<file path="src/rtl/pc_branch_ctrl.sv">
// Program-counter sequencer: IDLE/RUN/LOOKUP/HALT FSM with table-driven relative branches.
// Latency: sequential PC +1 per cycle; taken branch lands 2 cycles after BranchEn is sampled.
// Backpressure: Stall freezes PC, LutIdx, state (and BranchCnt); optional counter via BRANCH_COUNT_EN.
module pc_branch_ctrl #(
    parameter int PC_W       = 10,
    parameter int IDX_W      = 8,
    parameter int START_ADDR = 0
) (
    input  logic              Clk,
    input  logic              Reset_n,
    input  logic              Start,
    input  logic              Stall,
    input  logic              BranchEn,
    input  logic [IDX_W-1:0]  BranchIdx,
    input  logic              HaltReq,
    output logic [IDX_W-1:0]  LutIdx,
    input  logic [PC_W-1:0]   LutOut,
`ifdef BRANCH_COUNT_EN
    output logic [15:0]       BranchCnt,
`endif
    output logic [PC_W-1:0]   ProgCtr,
    output logic              Running,
    output logic              Done
);

    localparam logic [PC_W-1:0] START_PC = PC_W'(START_ADDR);

    typedef enum logic [1:0] {
        S_IDLE   = 2'd0,
        S_RUN    = 2'd1,
        S_LOOKUP = 2'd2,
        S_HALT   = 2'd3
    } state_t;

    state_t             state_q, state_d;
    logic [PC_W-1:0]    pc_q, pc_d;
    logic [IDX_W-1:0]   lut_idx_q, lut_idx_d;
    logic               running_q, done_q;
`ifdef BRANCH_COUNT_EN
    logic [15:0]        cnt_q, cnt_d;
`endif

    // Next-state decode; Stall overrides everything so all _d default to hold.
    always_comb begin
        state_d   = state_q;
        pc_d      = pc_q;
        lut_idx_d = lut_idx_q;
`ifdef BRANCH_COUNT_EN
        cnt_d     = cnt_q;
`endif
        if (!Stall) begin
            case (state_q)
                S_IDLE, S_HALT: begin
                    if (Start) begin
                        state_d = S_RUN;
                        pc_d    = START_PC;
`ifdef BRANCH_COUNT_EN
                        cnt_d   = '0;
`endif
                    end
                end
                S_RUN: begin
                    if (HaltReq) begin
                        state_d = S_HALT;
                    end else if (BranchEn) begin
                        state_d   = S_LOOKUP;
                        lut_idx_d = BranchIdx;
                    end else begin
                        pc_d = pc_q + 1'b1;
                    end
                end
                S_LOOKUP: begin
                    // Offset and PC share a width, so a plain add is the
                    // sign-extended modulo-2^PC_W sum in both directions.
                    pc_d    = pc_q + LutOut;
                    state_d = S_RUN;
`ifdef BRANCH_COUNT_EN
                    cnt_d   = cnt_q + 16'd1;
`endif
                end
                default: state_d = S_IDLE;
            endcase
        end
    end

    // State, PC, table index and registered status flags; async reset drops any pending branch.
    always_ff @(posedge Clk or negedge Reset_n) begin
        if (!Reset_n) begin
            state_q   <= S_IDLE;
            pc_q      <= START_PC;
            lut_idx_q <= '0;
            running_q <= 1'b0;
            done_q    <= 1'b0;
`ifdef BRANCH_COUNT_EN
            cnt_q     <= '0;
`endif
        end else begin
            state_q   <= state_d;
            pc_q      <= pc_d;
            lut_idx_q <= lut_idx_d;
            running_q <= (state_d == S_RUN) || (state_d == S_LOOKUP);
            done_q    <= (state_d == S_HALT);
`ifdef BRANCH_COUNT_EN
            cnt_q     <= cnt_d;
`endif
        end
    end

    assign ProgCtr = pc_q;
    assign LutIdx  = lut_idx_q;
    assign Running = running_q;
    assign Done    = done_q;
`ifdef BRANCH_COUNT_EN
    assign BranchCnt = cnt_q;
`endif

endmodule

</file>
<file path="config.mk">
export PLATFORM = sky130hd
export DESIGN_NAME = pc_branch_ctrl
export DESIGN_NICKNAME = d
export VERILOG_FILES = /design/src/rtl/pc_branch_ctrl.sv
export SDC_FILE = /design/constraint.sdc
export NUM_CORES = 1
export LEC_CHECK = 0
export CAP_MARGIN = 20
export CELL_PAD_IN_SITES_DETAIL_PLACEMENT = 0
export CELL_PAD_IN_SITES_GLOBAL_PLACEMENT = 2
export CORE_AREA = 2 2 53 105
export CTS_CLUSTER_SIZE = 24
export DETAILED_ROUTE_END_ITERATION = 7
export DIE_AREA = 0 0 55 107
export GPL_TIMING_DRIVEN = 0
export PLACE_DENSITY = 0.79
export SLEW_MARGIN = 25
export SYNTH_ARGS = -nofsm -noshare
export SYNTH_HDL_FRONTEND = slang
export SYNTH_SLANG_ARGS = --single-unit
export TNS_END_PERCENT = 5
</file>
<file path="constraint.sdc">
create_clock -name Clk -period 3 [get_ports Clk]
set_input_delay 0.45 -clock Clk [delete_from_list [all_inputs] [get_ports Clk]]
set_output_delay 0.45 -clock Clk [all_outputs]
set_load 0.02 [all_outputs]
</file>
==> summary.txt, run 1 <==
Synthesis
  – Register area share after synthesis: 41.2%
  – Synth Register Bits: 22
  – Cells after synthesis: 126
  – Number of synthesized flops with an enable pin: 0
  – Yosys Warn Count: 0
  – Synth cell types: 35
  – Top FF cell, synth: dfrtp_1
  – Syn Nets: 163
  – Mapped Area: 1340 um2
  – Asr flop ratio synth: 100%
  – Avg Cell Area, Syn: 10.6 um2

Cells and area
  – Commonest non-fill, non-tap cell in the layout: clkdlybuf4s50_1
  – Inserted Diodes: 0
  – Nets@finish: 211
  – Share of layout cells above drive strength 1: 9.88%
  – Fin area: 1880 um2
  – Area grow syn2layout: 40.7%
  – Most frequent cells in the layout: 42 x clkdlybuf4s50_1, 22 x dfrtp_1, 12 x ha_1

Timing
  – Final setup viols: 0
  – Slew HR: 57.9%
  – Final min period: 2.79 ns
  – RSZ-0062 raised after global routing: false
  – Slew Viols, Final: 0
  – Setup Total Neg Slack: 0 ns
  – Fin. Hold Viols: 0
  – Final period util: 93.0%
  – Fmax achieved: 358 MHz
  – Actual slew at the worst max-slew pin: 0.628 ns
  – Clock skew: 0.00243 ns

Place
  – Placed inst area: 1830 um2
  – HPWL Detailed: 2600 um
  – Port Buf Inserts: 43
  – Routability congestion estimate: 0.722

Clock network
  – Total setup buffers inserted after CTS: 0
  – CTS clk-pin slew, worst paths: 0.08 ns
  – TritonCTS clock tree: built
  – Clock Latency Late Sink: 0.26 ns
  – Root Buffer Master: clkbuf_8
  – H-Tree Depth: 1
  – CTS sink cnt: 22
  – Clock Tree Buf Depth: 2
  – CTS buffer count: 3

Global routing
  – First-pass GRT wire length: 5680 um
  – Gr ovfl total: 0
  – Gr usage total: 13.3%
  – Vias in the first global route: 1,264
  – Initial antenna violation count: 0
  – Largest net degree at the start of global routing: 23

Setup path
  – CP top delay family: compound AO/OA/AOI/OAI gates
  – Crit-path slowest cell: dfrtp_1
  – Kind of critical path: register to register
  – CP max FO: 10
  – Setup crit end kind: register
  – Crit path largest cell delay: 0.37 ns
  – Req. time, crit path: 3.15 ns
  – Startpoint types: register
  – Critical Path, Cell by Cell: inv_1 > ha_1 > clkbuf_4 > nand2_1 > inv_1 > ha_1 > a211oi_2 > o21bai_1 > a21o_1 > a211oi_4 > xnor2_1 > a311o_1
  – Worst path buffer plus inverter count: 3
  – Crit path DAT: 2.94 ns

Routing
  – Drt pass-1 iters: 4
  – Routed wire length: 3340 um
  – Initial drt markers: 5
  – Post-route ant nets: 0
  – Routed wire per std cell: 14.5 um
  – DRC viols: 0
  – DR vias/cell: 4.77
  – Via count: 1,098

Floorplan
  – Die width: 55 um
  – IO Pins: 44
  – Core region area: 5090 um2
  – Initial Util: 26.2%
  – Rows: 37
  – Die Y: 107 um
  – Die area: 5890 um2

Worst hold path
  – Worst hold-check path type: input port to asynchronous set/reset pin

Flow run
  – # Max-Cap Violations: 0

Status
  – Status: completed

Power
  – PD cells: 889 nW/um2
  – Worst ir drop on vdd: 0.483 mV
  – P_leak: 0.851 nW
cell type report:
type | instances | area, um2
inverters | 6 | 22.5
multi-input cells | 95 | 751
well taps | 58 | 72.6
flip-flops and latches | 22 | 551
plain buffers | 3 | 15.0
repair buffers | 43 | 425
fillers | 530 | 3210
clock buffers | 3 | 41.3
Yosys cell counts (all sizes together) (4+ instances only):
| cell type | n | area [um2] |
|---|---|---|
| nand2 | 9 | 33.8 |
| ha | 12 | 150 |
| a21oi | 4 | 20.0 |
| nor2b | 4 | 25.0 |
| dfrtp | 22 | 551 |
| a22o | 5 | 43.8 |
| mux2 | 8 | 90.1 |
| o21ai | 9 | 45.0 |
| nor2 | 7 | 26.3 |
| and2 | 8 | 50.1 |
| inv | 6 | 22.5 |
final timing paths:
check,start,to,slack (ns),depth (start not counted)
worst max-delay path,state_q[0],ProgCtr[9],0.21,12
worst min-delay path,Reset_n,ProgCtr[7],0.16,1
worst max register to register,state_q[0],ProgCtr[9],0.21,12
worst min register to register,LutIdx[6],LutIdx[6],0.51,1
max in group asynchronous,Reset_n,state_q[0],2.49,1
min in group Clk,LutIdx[6],LutIdx[6],0.51,1
logic make-up (layout without fill, tap and decap cells):
logic type / after synthesis / after routing / synth area share, %
flip-flops: 22 / 22 / 41.2
XOR/XNOR: 5 / 5 / 3.28
AO/OA/AOI/OAI: 33 / 33 / 18.4
AND/OR/NAND/NOR: 35 / 35 / 14.3
buffers and inverters: 9 / 55 / 2.53
adder cells (fa/ha/maj): 13 / 13 / 12.7
multiplexers: 9 / 9 / 7.50
per-layer routing:
| layer | GRT usage (%) | vias to the layer above | routed length [um] | part of all wire [%] |
|---|---|---|---|---|
| li1 | - | 541 | - | - |
| met1 | 14.3 | 512 | 1200 | 36 |
| met2 | 22.9 | 38 | 1880 | 56 |
| met3 | 2.79 | 7 | 183 | 5.5 |
| met4 | 6.97 | 0 | 82 | 2.5 |
| met5 | 0 | - | 0 | 0 |
report_power, final:
part           total (mW)  internal [mW]  switching [mW]
logic               0.972          0.475           0.497
registers           0.511          0.429          0.0821
clock network       0.187         0.0898          0.0976
registers in the layout, summed over array words and instances, names as in the netlist:
signal and count:
LutIdx 8, ProgCtr 10, Done 1, Running 1, state_q 2
through the flow:
stage                     instances  setup WS, ns  hold WS [ns]  total power, mW  util [%]
final                           230         0.210         0.157             1.67      36.9
after global routing            230       0.00780         0.187             1.81      36.9
after CTS                       230        0.0940         0.180             1.70      36.8
after detailed placement        227        -0.130         0.471             1.50      36.0
after global placement          227       -0.0716         0.494             1.47      36.1
after floorplan                 126         0.447         0.154             1.09         -
timing repair:
action | CTS | global route
pin swaps | 0 | 3
resized for setup | 1 | 2
hold buffers | 0 | 0
setup endpoints to repair | 1 | 1
Note: power is estimated with default switching activity, not from simulation.
==> inputs of run 2 (changes only) <==
Settings changed: CTS_CLUSTER_DIAMETER from default to 80, HOLD_SLACK_MARGIN from default to 0.1.
==> results of run 2 <==
Final layout, timing and power as in run 1 (identical DEF).
==> patch, RTL diff (flow settings as in run 2) <==
Re-encode `state_t` (4 states) as one-hot, 4 bits wide.
--- a/src/rtl/pc_branch_ctrl.sv
+++ b/src/rtl/pc_branch_ctrl.sv
@@ -25,11 +25,11 @@
 
     localparam logic [PC_W-1:0] START_PC = PC_W'(START_ADDR);
 
-    typedef enum logic [1:0] {
-        S_IDLE   = 2'd0,
-        S_RUN    = 2'd1,
-        S_LOOKUP = 2'd2,
-        S_HALT   = 2'd3
+    typedef enum logic [3:0] {
+        S_IDLE   = 4'b0001,
+        S_RUN    = 4'b0010,
+        S_LOOKUP = 4'b0100,
+        S_HALT   = 4'b1000
     } state_t;
 
     state_t             state_q, state_d;
Behaviour: same outputs for any inputs over 10 cycles, from zero or initial values and one cycle with Reset_n low; not proved beyond that.
==> patch against run 2 <==
First-iteration DRC count increased to 6.8 times the old value. Routed wire length increased by 17%. Sequential cell count increased by 2. Setup slack got worse by 0.15 ns. Synthesized area increased by 13%. Non-clock buffer count increased by 10. Via count increased by 19%. Die area unchanged. Final area increased by 21%.
Power is not compared: it rests on default switching activity, and its combinational part moved more than twofold at a synthesized area within 25%.
==> patch: results (changes against run 2) <==
* R2R Path End: ProgCtr[9]
* Met2 WL at 2210 microns (+18%)
* Worst Setup SP: state_q[3]
* Clk slew on worst S/H paths at 0.08 ns (about the same)
* First-pass GRT wire length at 6110 microns (+7.7%)
* Vias in the first global route at 1396 (+10%)
* Share of layout cells above drive strength 1 at 26.0% (+16 points)
* Xor/xnor share of the synthesized area at 6.37% (+3.1 points)
* Largest net degree at the start of global routing at 25 (+8.7%)
* Status: finished, final reports clean
* Crit-path max FO at 4 (-6)
* Max VDD drop at a little over 300 uV
* Slowest library cell on the worst path: nor4b_4
* Post-DP Area at 2030 sq um (+11%)
* Worst reg2reg path startpoint: state_q[3]
* Synth top area share at 38.0% (-3.2 points)
* Pre-CTS setup slack at -0.461 ns (-0.331 ns)
* CTS buffer count at 3 (unchanged)
* R2r worst-path depth at 11 (-1)
* Met3 WL at 164 microns (-10%)
* Post-synthesis mux area share at 6.95% (-0.55 points)
* Worst Skew at 0.000947 ns (-0.00148 ns)
* DRT iter0 DRCs at 34 (+29)
* Final-layout fill cell count at 517 (-2.5%)
* HPWL Detailed at 2950 microns (+14%)
* Placer congestion estimate at 0.795 (+10%)
* Synthesized net count at 179 (+9.8%)
* Synth Area in Compound Gates at 20.5% (+2.1 points)
* Largest cells by area after synthesis: dfrtp_1, ha_1, mux2_2
* Worst relative slew slack at 59.3% (+1.4 points)
* Worst path arrival time at 3.09 ns (+0.15 ns)
* Routed WL at 3900 microns (+17%)
* Max reg flops at 10 (unchanged)
* Worst path max stage delay at 0.40 ns (+0.03 ns)
* Fin worst setup slack at 0.0618 ns (-0.148 ns)
* Adder-Cell Fraction of Synth Area at 8.77% (-4.0 points)
* GRT Residual Overflow at 0 (unchanged)
* Most frequent cells after synthesis: dfrtp_1, nand2_1, ha_1, xnor2_1
* Number of distinct library cells after synthesis at 40 (+14%)
* Layout net count at 235 (+11%)
* Drt via density at 5.05 (+5.8%)
* Sequential area share after synthesis at 39.8% (-1.5 points)
patch: final cells by class:
cell class | count | share of cell area [%]
Inverter | 8 | 1.32
Clock inverter | 1 | 1.32
Multi-Input combinational cell | 108 | 42.8
Buffer | 3 | 0.992
Clock buffer | 3 | 1.82
Timing Repair Buffer | 53 | 22.0
Sequential cell | 24 | 26.6
Tap cell | 58 | 3.20
patch: power groups by stage:
stage / Combinational, mW / Clock, mW / Sequential (mW)
global route: 0.476 / 0.304 / 0.452
detailed placement: 0.455 / 0 / 0.428
CTS: 0.436 / 0.294 / 0.443
global placement: 0.446 / 0 / 0.425
finish: 0.438 / 0.279 / 0.442
floorplan: 0.211 / 0 / 0.483
patch: stage by stage:
step                hold WS (ns)  utilization [%]  std cells
detailed placement         0.483             39.8        246
global placement           0.486             39.9        246
CTS                        0.180             42.5        255
finish                     0.161             44.6        258
floorplan                  0.154                -        145
global route               0.197             44.6        258
patch: logic make-up (layout without fill, tap and decap cells):
family / after synthesis / count (layout)
mux: 9 / 9
fa+ha+maj: 10 / 10
xor+xnor: 11 / 11
simple gates: 40 / 40
buf+inv: 13 / 68
compound gates: 38 / 38
flops: 24 / 24
patch: timing repair:
item                                    in CTS  in global routing
endpoints found under the hold margin        0                  0
endpoints found under the setup margin       2                  3
pin swaps                                    6                 10
buffers inserted                             7                  3
cloned                                       0                  0
gates resized for setup                      4                 17
patch: metal layers:
| metal | vias up | global-route usage [%] |
|---|---|---|
| li1 | 629 | - |
| met1 | 624 | 14.7 |
| met2 | 44 | 26.0 |
| met3 | 6 | 1.39 |
| met4 | 0 | 6.62 |
| met5 | - | 0 |
